File: src/rtl/lumi_crdt_pkg.sv
// lumi_crdt_pkg: shared LUMI credit-flow types and constants.
// Revision: 1.0
`default_nettype none

package lumi_crdt_pkg;

  // Width of the per-transaction credit cost and per-cycle freed credits
  localparam int unsigned CRDT_CW = 8;

  typedef enum logic [1:0] {
    CRDT_IDLE = 2'd0,
    CRDT_WAIT = 2'd1,
    CRDT_SEND = 2'd2
  } crdt_state_t;

endpackage

`default_nettype wire

File: src/rtl/lumi_crdt_chan.sv
// lumi_crdt_chan: one credit channel (remote limit, sent count, local freed count, perf counters).
// Revision: 1.0
`default_nettype none

module lumi_crdt_chan
  import lumi_crdt_pkg::*;
#(
  parameter int CRDTW = 16,
  parameter int CNTW  = 32
) (
  input  logic               clk,
  input  logic               nreset,
  input  logic               txen,
  input  logic               rxen_rise,
  input  logic [CRDTW-1:0]   rx_init,
  input  logic               tx_valid,
  input  logic [CRDT_CW-1:0] tx_crdt,
  output logic               tx_go,
  input  logic               rmt_valid,
  input  logic [CRDTW-1:0]   rmt_crdt,
  input  logic [CRDT_CW-1:0] rx_free,
  output logic [CRDTW-1:0]   rx_freed,
  output logic [CNTW-1:0]    navail_cnt,
  output logic [CNTW-1:0]    avail_cnt
);

  logic [CRDTW-1:0] tx_limit;
  logic [CRDTW-1:0] tx_sent;
  logic [CRDTW-1:0] avail;
  logic [CRDTW-1:0] need;

  // Cumulative counts wrap modulo 2^CRDTW, so the difference is the true headroom
  assign avail = tx_limit - tx_sent;
  assign need  = CRDTW'(tx_crdt);
  assign tx_go = txen & tx_valid & (avail >= need);

  always_ff @(posedge clk or negedge nreset) begin
    if (!nreset) begin
      tx_limit <= '0;
      tx_sent  <= '0;
    end else begin
      if (rmt_valid) tx_limit <= rmt_crdt;
      if (tx_go)     tx_sent  <= tx_sent + need;
    end
  end

  always_ff @(posedge clk or negedge nreset) begin
    if (!nreset) begin
      rx_freed <= '0;
    end else if (rxen_rise) begin
      rx_freed <= rx_init;
    end else begin
      rx_freed <= rx_freed + CRDTW'(rx_free);
    end
  end

  always_ff @(posedge clk or negedge nreset) begin
    if (!nreset) begin
      navail_cnt <= '0;
      avail_cnt  <= '0;
    end else begin
      if (txen && tx_valid && !tx_go && (navail_cnt != {CNTW{1'b1}}))
        navail_cnt <= navail_cnt + CNTW'(1);
      if (tx_go && (avail_cnt != {CNTW{1'b1}}))
        avail_cnt <= avail_cnt + CNTW'(1);
    end
  end

endmodule

`default_nettype wire

File: src/rtl/lumi_crdt.sv
// lumi_crdt: LUMI link credit-flow engine; TX gating per channel plus periodic credit-update messages.
// Revision: 1.0
`default_nettype none

module lumi_crdt
  import lumi_crdt_pkg::*;
#(
  parameter int CRDTW = 16,
  parameter int CNTW  = 32
) (
  input  logic               clk,
  input  logic               nreset,
  input  logic               csr_txen,
  input  logic               csr_rxen,
  input  logic               csr_txcrdt_en,
  input  logic [15:0]        csr_txcrdt_intrvl,
  input  logic [CRDTW-1:0]   csr_rxcrdt_req_init,
  input  logic [CRDTW-1:0]   csr_rxcrdt_resp_init,
  input  logic               tx_req_valid,
  input  logic [CRDT_CW-1:0] tx_req_crdt,
  output logic               tx_req_go,
  input  logic               tx_resp_valid,
  input  logic [CRDT_CW-1:0] tx_resp_crdt,
  output logic               tx_resp_go,
  input  logic               rmt_crdt_valid,
  input  logic [CRDTW-1:0]   rmt_crdt_req,
  input  logic [CRDTW-1:0]   rmt_crdt_resp,
  input  logic [CRDT_CW-1:0] rx_req_free,
  input  logic [CRDT_CW-1:0] rx_resp_free,
  output logic               crdt_upd_valid,
  output logic [CRDTW-1:0]   crdt_upd_req,
  output logic [CRDTW-1:0]   crdt_upd_resp,
  input  logic               crdt_upd_ready,
  output logic [CNTW-1:0]    csr_req_txcrdt_navail,
  output logic [CNTW-1:0]    csr_resp_txcrdt_navail,
  output logic [CNTW-1:0]    csr_req_txcrdt_avail,
  output logic [CNTW-1:0]    csr_resp_txcrdt_avail
);

  crdt_state_t      state;
  logic [15:0]      timer;
  logic [15:0]      intrvl_eff;
  logic             upd_en;
  logic             rxen_q;
  logic             rxen_rise;
  logic [CRDTW-1:0] req_freed;
  logic [CRDTW-1:0] resp_freed;

  assign rxen_rise  = csr_rxen & ~rxen_q;
  assign upd_en     = csr_txcrdt_en & csr_txen;
  assign intrvl_eff = (csr_txcrdt_intrvl == 16'd0) ? 16'd1 : csr_txcrdt_intrvl;

  always_ff @(posedge clk or negedge nreset) begin
    if (!nreset) rxen_q <= 1'b0;
    else         rxen_q <= csr_rxen;
  end

  lumi_crdt_chan #(.CRDTW(CRDTW), .CNTW(CNTW)) u_req (
    .clk        (clk),
    .nreset     (nreset),
    .txen       (csr_txen),
    .rxen_rise  (rxen_rise),
    .rx_init    (csr_rxcrdt_req_init),
    .tx_valid   (tx_req_valid),
    .tx_crdt    (tx_req_crdt),
    .tx_go      (tx_req_go),
    .rmt_valid  (rmt_crdt_valid),
    .rmt_crdt   (rmt_crdt_req),
    .rx_free    (rx_req_free),
    .rx_freed   (req_freed),
    .navail_cnt (csr_req_txcrdt_navail),
    .avail_cnt  (csr_req_txcrdt_avail)
  );

  lumi_crdt_chan #(.CRDTW(CRDTW), .CNTW(CNTW)) u_resp (
    .clk        (clk),
    .nreset     (nreset),
    .txen       (csr_txen),
    .rxen_rise  (rxen_rise),
    .rx_init    (csr_rxcrdt_resp_init),
    .tx_valid   (tx_resp_valid),
    .tx_crdt    (tx_resp_crdt),
    .tx_go      (tx_resp_go),
    .rmt_valid  (rmt_crdt_valid),
    .rmt_crdt   (rmt_crdt_resp),
    .rx_free    (rx_resp_free),
    .rx_freed   (resp_freed),
    .navail_cnt (csr_resp_txcrdt_navail),
    .avail_cnt  (csr_resp_txcrdt_avail)
  );

  // A pending message is always completed before the FSM honours a disable
  always_ff @(posedge clk or negedge nreset) begin
    if (!nreset) begin
      state          <= CRDT_IDLE;
      timer          <= '0;
      crdt_upd_valid <= 1'b0;
      crdt_upd_req   <= '0;
      crdt_upd_resp  <= '0;
    end else begin
      case (state)
        CRDT_IDLE: begin
          if (upd_en) begin
            state <= CRDT_WAIT;
            timer <= intrvl_eff;
          end
        end
        CRDT_WAIT: begin
          if (!upd_en) begin
            state <= CRDT_IDLE;
          end else begin
            timer <= timer - 16'd1;
            if (timer == 16'd1) begin
              state          <= CRDT_SEND;
              crdt_upd_valid <= 1'b1;
              crdt_upd_req   <= req_freed;
              crdt_upd_resp  <= resp_freed;
            end
          end
        end
        CRDT_SEND: begin
          if (crdt_upd_ready) begin
            crdt_upd_valid <= 1'b0;
            if (upd_en) begin
              state <= CRDT_WAIT;
              timer <= intrvl_eff;
            end else begin
              state <= CRDT_IDLE;
            end
          end
        end
        default: begin
          state          <= CRDT_IDLE;
          crdt_upd_valid <= 1'b0;
        end
      endcase
    end
  end

endmodule

`default_nettype wire
File: config.mk
export PLATFORM = sky130hd
export DESIGN_NAME = lumi_crdt
export DESIGN_NICKNAME = d
export VERILOG_FILES = /design/src/rtl/lumi_crdt_pkg.sv /design/src/rtl/lumi_crdt_chan.sv /design/src/rtl/lumi_crdt.sv
export SDC_FILE = /design/constraint.sdc
export NUM_CORES = 1
export LEC_CHECK = 0
export ABC_CLOCK_PERIOD_IN_PS = 8200
export CORE_MARGIN = 2
export CORE_UTILIZATION = 60
export CTS_CLUSTER_DIAMETER = 150
export DETAILED_ROUTE_END_ITERATION = 12
export DONT_BUFFER_PORTS = 1
export GPL_ROUTABILITY_DRIVEN = 1
export MAX_ROUTING_LAYER = met4
export PLACE_DENSITY = 0.76
export SYNTH_ARGS = -nofsm -noshare
export SYNTH_HDL_FRONTEND = slang
export SYNTH_SLANG_ARGS = --single-unit
File: constraint.sdc
create_clock -name clk -period 8.2 [get_ports clk]
set_input_delay 0.41 -clock clk [delete_from_list [all_inputs] [get_ports clk]]
set_output_delay 0.41 -clock clk [all_outputs]
set_load 0.02 [all_outputs]
==> impl_metrics.ini <==
[cells_and_area]
final-seq-area_mm2 = 0.006907
num-fill-cells = 1964
multi_input_area_mm2 = 0.008179
final_common_cell = dfrtp_1
diodes = 0
most-common-layout-cells = 276 x dfrtp_1, 137 x nand2_1, 114 x xnor2_1
layout.cells.non_filler = 2008
layout.nets = 1862
drive_gt1_share_pct = 7.830
areaGrowthSynthToFinish_pct = 11.40

[hold_path]
hold_class = input pin to flop
hold_end = u_req.tx_limit[7]$_DFFE_PN0P_
worstHoldPathCells = 1
min-delay-start = rmt_crdt_req[7]

[run_status]
status = complete, no violations

[worst_setup_path]
crit_buf_inv = 2
r2r_slack_ns = 3.64
path_cells = inv_1 > ha_1 > nor2b_1 > o211ai_1 > a31oi_1 > a21boi_0 > xnor2_1 > ha_1 > and4_1 > a21oi_1 > nand4_1 > a311oi_1 > o311ai_1 > nand4b_1 > buf_4 > and2_1
r2r_start = u_resp.tx_sent[1]$_DFFE_PN0P_
cp_slowest_stage_delay_ns = 0.46
cp_max_fo = 76
setup.worst_path.class = flop to output port
crit_slowest_cell = and2_1
critPathCaptureType = output port
crit_required_ns = 7.79
ff2ff_path_depth = 17
cp-start-kind = flop
cpMostUsedCell = ha_1
crit_family = compound AO/OA/AOI/OAI gates
crit-reg2reg-capture = u_resp.tx_sent[0]$_DFFE_PN0P_
worstPathArrival_ns = 4.61
crit_start = u_resp.tx_sent[1]$_DFFE_PN0P_

[pwr]
pwr-share-seq_pct = 36.8
p_leak_uw = 0.007891
switching_power_uw = 1782
cellInternalPower_uw = 3111
p_per_area_mw_per_mm2 = 280.3
p_clk_share_pct = 27.2
p_comb_share_pct = 35.9
irDropWorstVdd_mv = 0.2136
power.share.switching_pct = 36.42

[synth]
yosysSeqAreaShare_pct = 44.07
async_flop_share_pct = 100.0
yosysTopAreaCell = dfrtp_1
synth_area_leaders = dfrtp_1 44%, ha_1 6.7%, xnor2_1 6.4%
synthFlopType = dfrtp_1
syn_nets = 1832
synth_seq_cells = 276
syn-mean-instance-area_um2 = 9.668
ys_types = 65
yosysWarnings = 0
syn_inst = 1621
synth_edf_count = 0
synthDominantCellAreaShare_pct = 44.07
synth_area_mm2 = 0.01567

[sta]
tightest_slew_ns = 1.194
fin_worst_skew_ns = 0.02341
tns_ns = 0
rsz0062_at_grt = no
max_freq_mhz = 199.3
layout_min_cycle_time_ns = 5.017
setup_viol = 0
final_max_slew_viol_count = 0
hold_violations = 0
min_period_over_period_pct = 61.18
hold_slack_ns = 0.02607
slew_headroom_pct = 20.38

[clock_tree]
cts_tree = done
post_cts_resized = 0
cts.htree.levels = 1
path_clk_slew_ns = 0.06
cts-root-buf = clkbuf_16
clockBufferDepth = 3
numClockSinks = 276
clk_latency_ns = 0.56
numCtsBuffers = 30

[grt]
grt_max_degree = 277
grt_overflow = 0
grt_pass1_wl_um = 62980
first_global_vias = 12190
grt.total_usage_pct = 28.38
antenna_found_initial = 0

[placement]
placedCellCount = 1900
dpl.hpwl_um = 26590
gp_congestion = 0.9337
io_buffers = 0

[routing]
routed_via_density = 6.138
drt_wl_total_um = 38260
dr.pass1.iters = 5
drc_errors = 0
routed-via-count = 12330
drt-initial-drc-count = 971
ant_nets = 0
wl_per_cell_um = 19.05

[floorplanning]
rows = 59
core_area_mm2 = 0.02584
die_y_um = 165.6
die_area_mm2 = 0.02743
fp.dieW_um = 165.6
pin_count = 284
initial_core_util_pct = 60.65

[flow_run]
max-cap-violations = 0
how the worst max path moves through the flow:
stage,slack (ns),cells past startpoint,endpoint
floorplan,4.57,18,u_resp.navail_cnt[9]$_DFFE_PN0P_
global placement,3.93,16,u_resp.tx_sent[0]$_DFFE_PN0P_
detailed placement,3.78,17,u_resp.tx_sent[0]$_DFFE_PN0P_
CTS,3.28,16,tx_resp_go
global route,2.76,16,tx_resp_go
finish,3.18,16,tx_resp_go
metrics by stage:
stage	power (µW)	utilization [%]	worst slack, ns	cell area (µm²)
3_5_place_dp	3485	61.55	3.781	15900
6_report	4893	67.57	3.183	17460
3_3_place_gp	3432	61.55	3.931	15900
5_1_grt	5249	67.57	2.764	17460
4_1_cts	4894	67.38	3.280	17410
2_1_floorplan	3125	-	4.567	15670
final cells by class:
class	count	area share (%)
multi-input combinational	1191	46.85
sequential	276	39.56
clock buffer	43	5.103
timing repair buffer	62	3.641
tap	335	2.401
inverter	90	1.935
clock inverter	11	0.5089
registers in the layout, indices dropped and copies added, names as in the netlist:
name and flops:
u_req.tx_limit 16, u_req.navail_cnt 32, state 2, u_resp.tx_limit 16, crdt_upd_resp 16, u_resp.navail_cnt 32
u_resp.rx_freed 16, crdt_upd_req 16, u_req.avail_cnt 32, u_req.rx_freed 16, u_req.tx_sent 16, rxen_q 1
u_resp.tx_sent 16, crdt_upd_valid 1, u_resp.avail_cnt 32, timer 16
worst reg2reg max path: stages, from the launching register on:
cell and delay, ns:
dfrtp_1 0.40, inv_1 0.11, ha_1 0.30, nor2b_1 0.15, o211ai_1 0.29, a31oi_1 0.21, a21boi_0 0.28, xnor2_1 0.11
ha_1 0.30, and4_1 0.22, a21oi_1 0.07, nand4_1 0.08, a311oi_1 0.05, o311ai_1 0.10, nand4b_1 0.16, buf_4 0.60
and2_1 0.62, mux2_2 0.40
power by group through the flow:
stage,registers [µW],logic (µW),clock network [µW]
floorplan,1760,1360,0
global placement,1810,1620,0
detailed placement,1820,1660,0
CTS,1800,1740,1360
global route,1830,2000,1420
finish,1800,1760,1330
Yosys cell counts, drive strengths merged (11+ instances only):
| cell type | count |
|---|---|
| dfrtp | 276 |
| nand2 | 137 |
| xnor2 | 114 |
| inv | 90 |
| o21ai | 88 |
| ha | 84 |
| nand3 | 82 |
| a21oi | 81 |
| nor2 | 77 |
| xor2 | 74 |
| nor3 | 67 |
| nand4 | 63 |
| mux2 | 62 |
| clkbuf | 46 |
| nor4 | 39 |
| and3 | 35 |
| a21o | 20 |
| buf | 18 |
| nand2b | 14 |
| nor2b | 14 |
| a211oi | 11 |
| and4 | 11 |
routing by layer:
layer  share of wire, %  vias to the layer above  GRT usage, %
li1                   -                     5835             -
met1                 42                     5950         36.37
met2                 46                      438         43.93
met3                8.2                      103         7.646
met4                3.8                        0         9.641
met5                  0                        -             -
cells by family after synthesis:
group,count (synthesis),synth area share [%]
buf+inv,154,3.896
compound gates,270,10.53
fa+ha+maj,90,7.473
simple gates,576,18.75
xor+xnor,188,10.51
flops,276,44.07
mux,67,4.774
repair_timing:
item	4_1_cts	5_1_grt
hold buffers	51	2
hold endpoints to repair	320	145
setup buffers	0	0
Power figures use the tool's default switching activity.
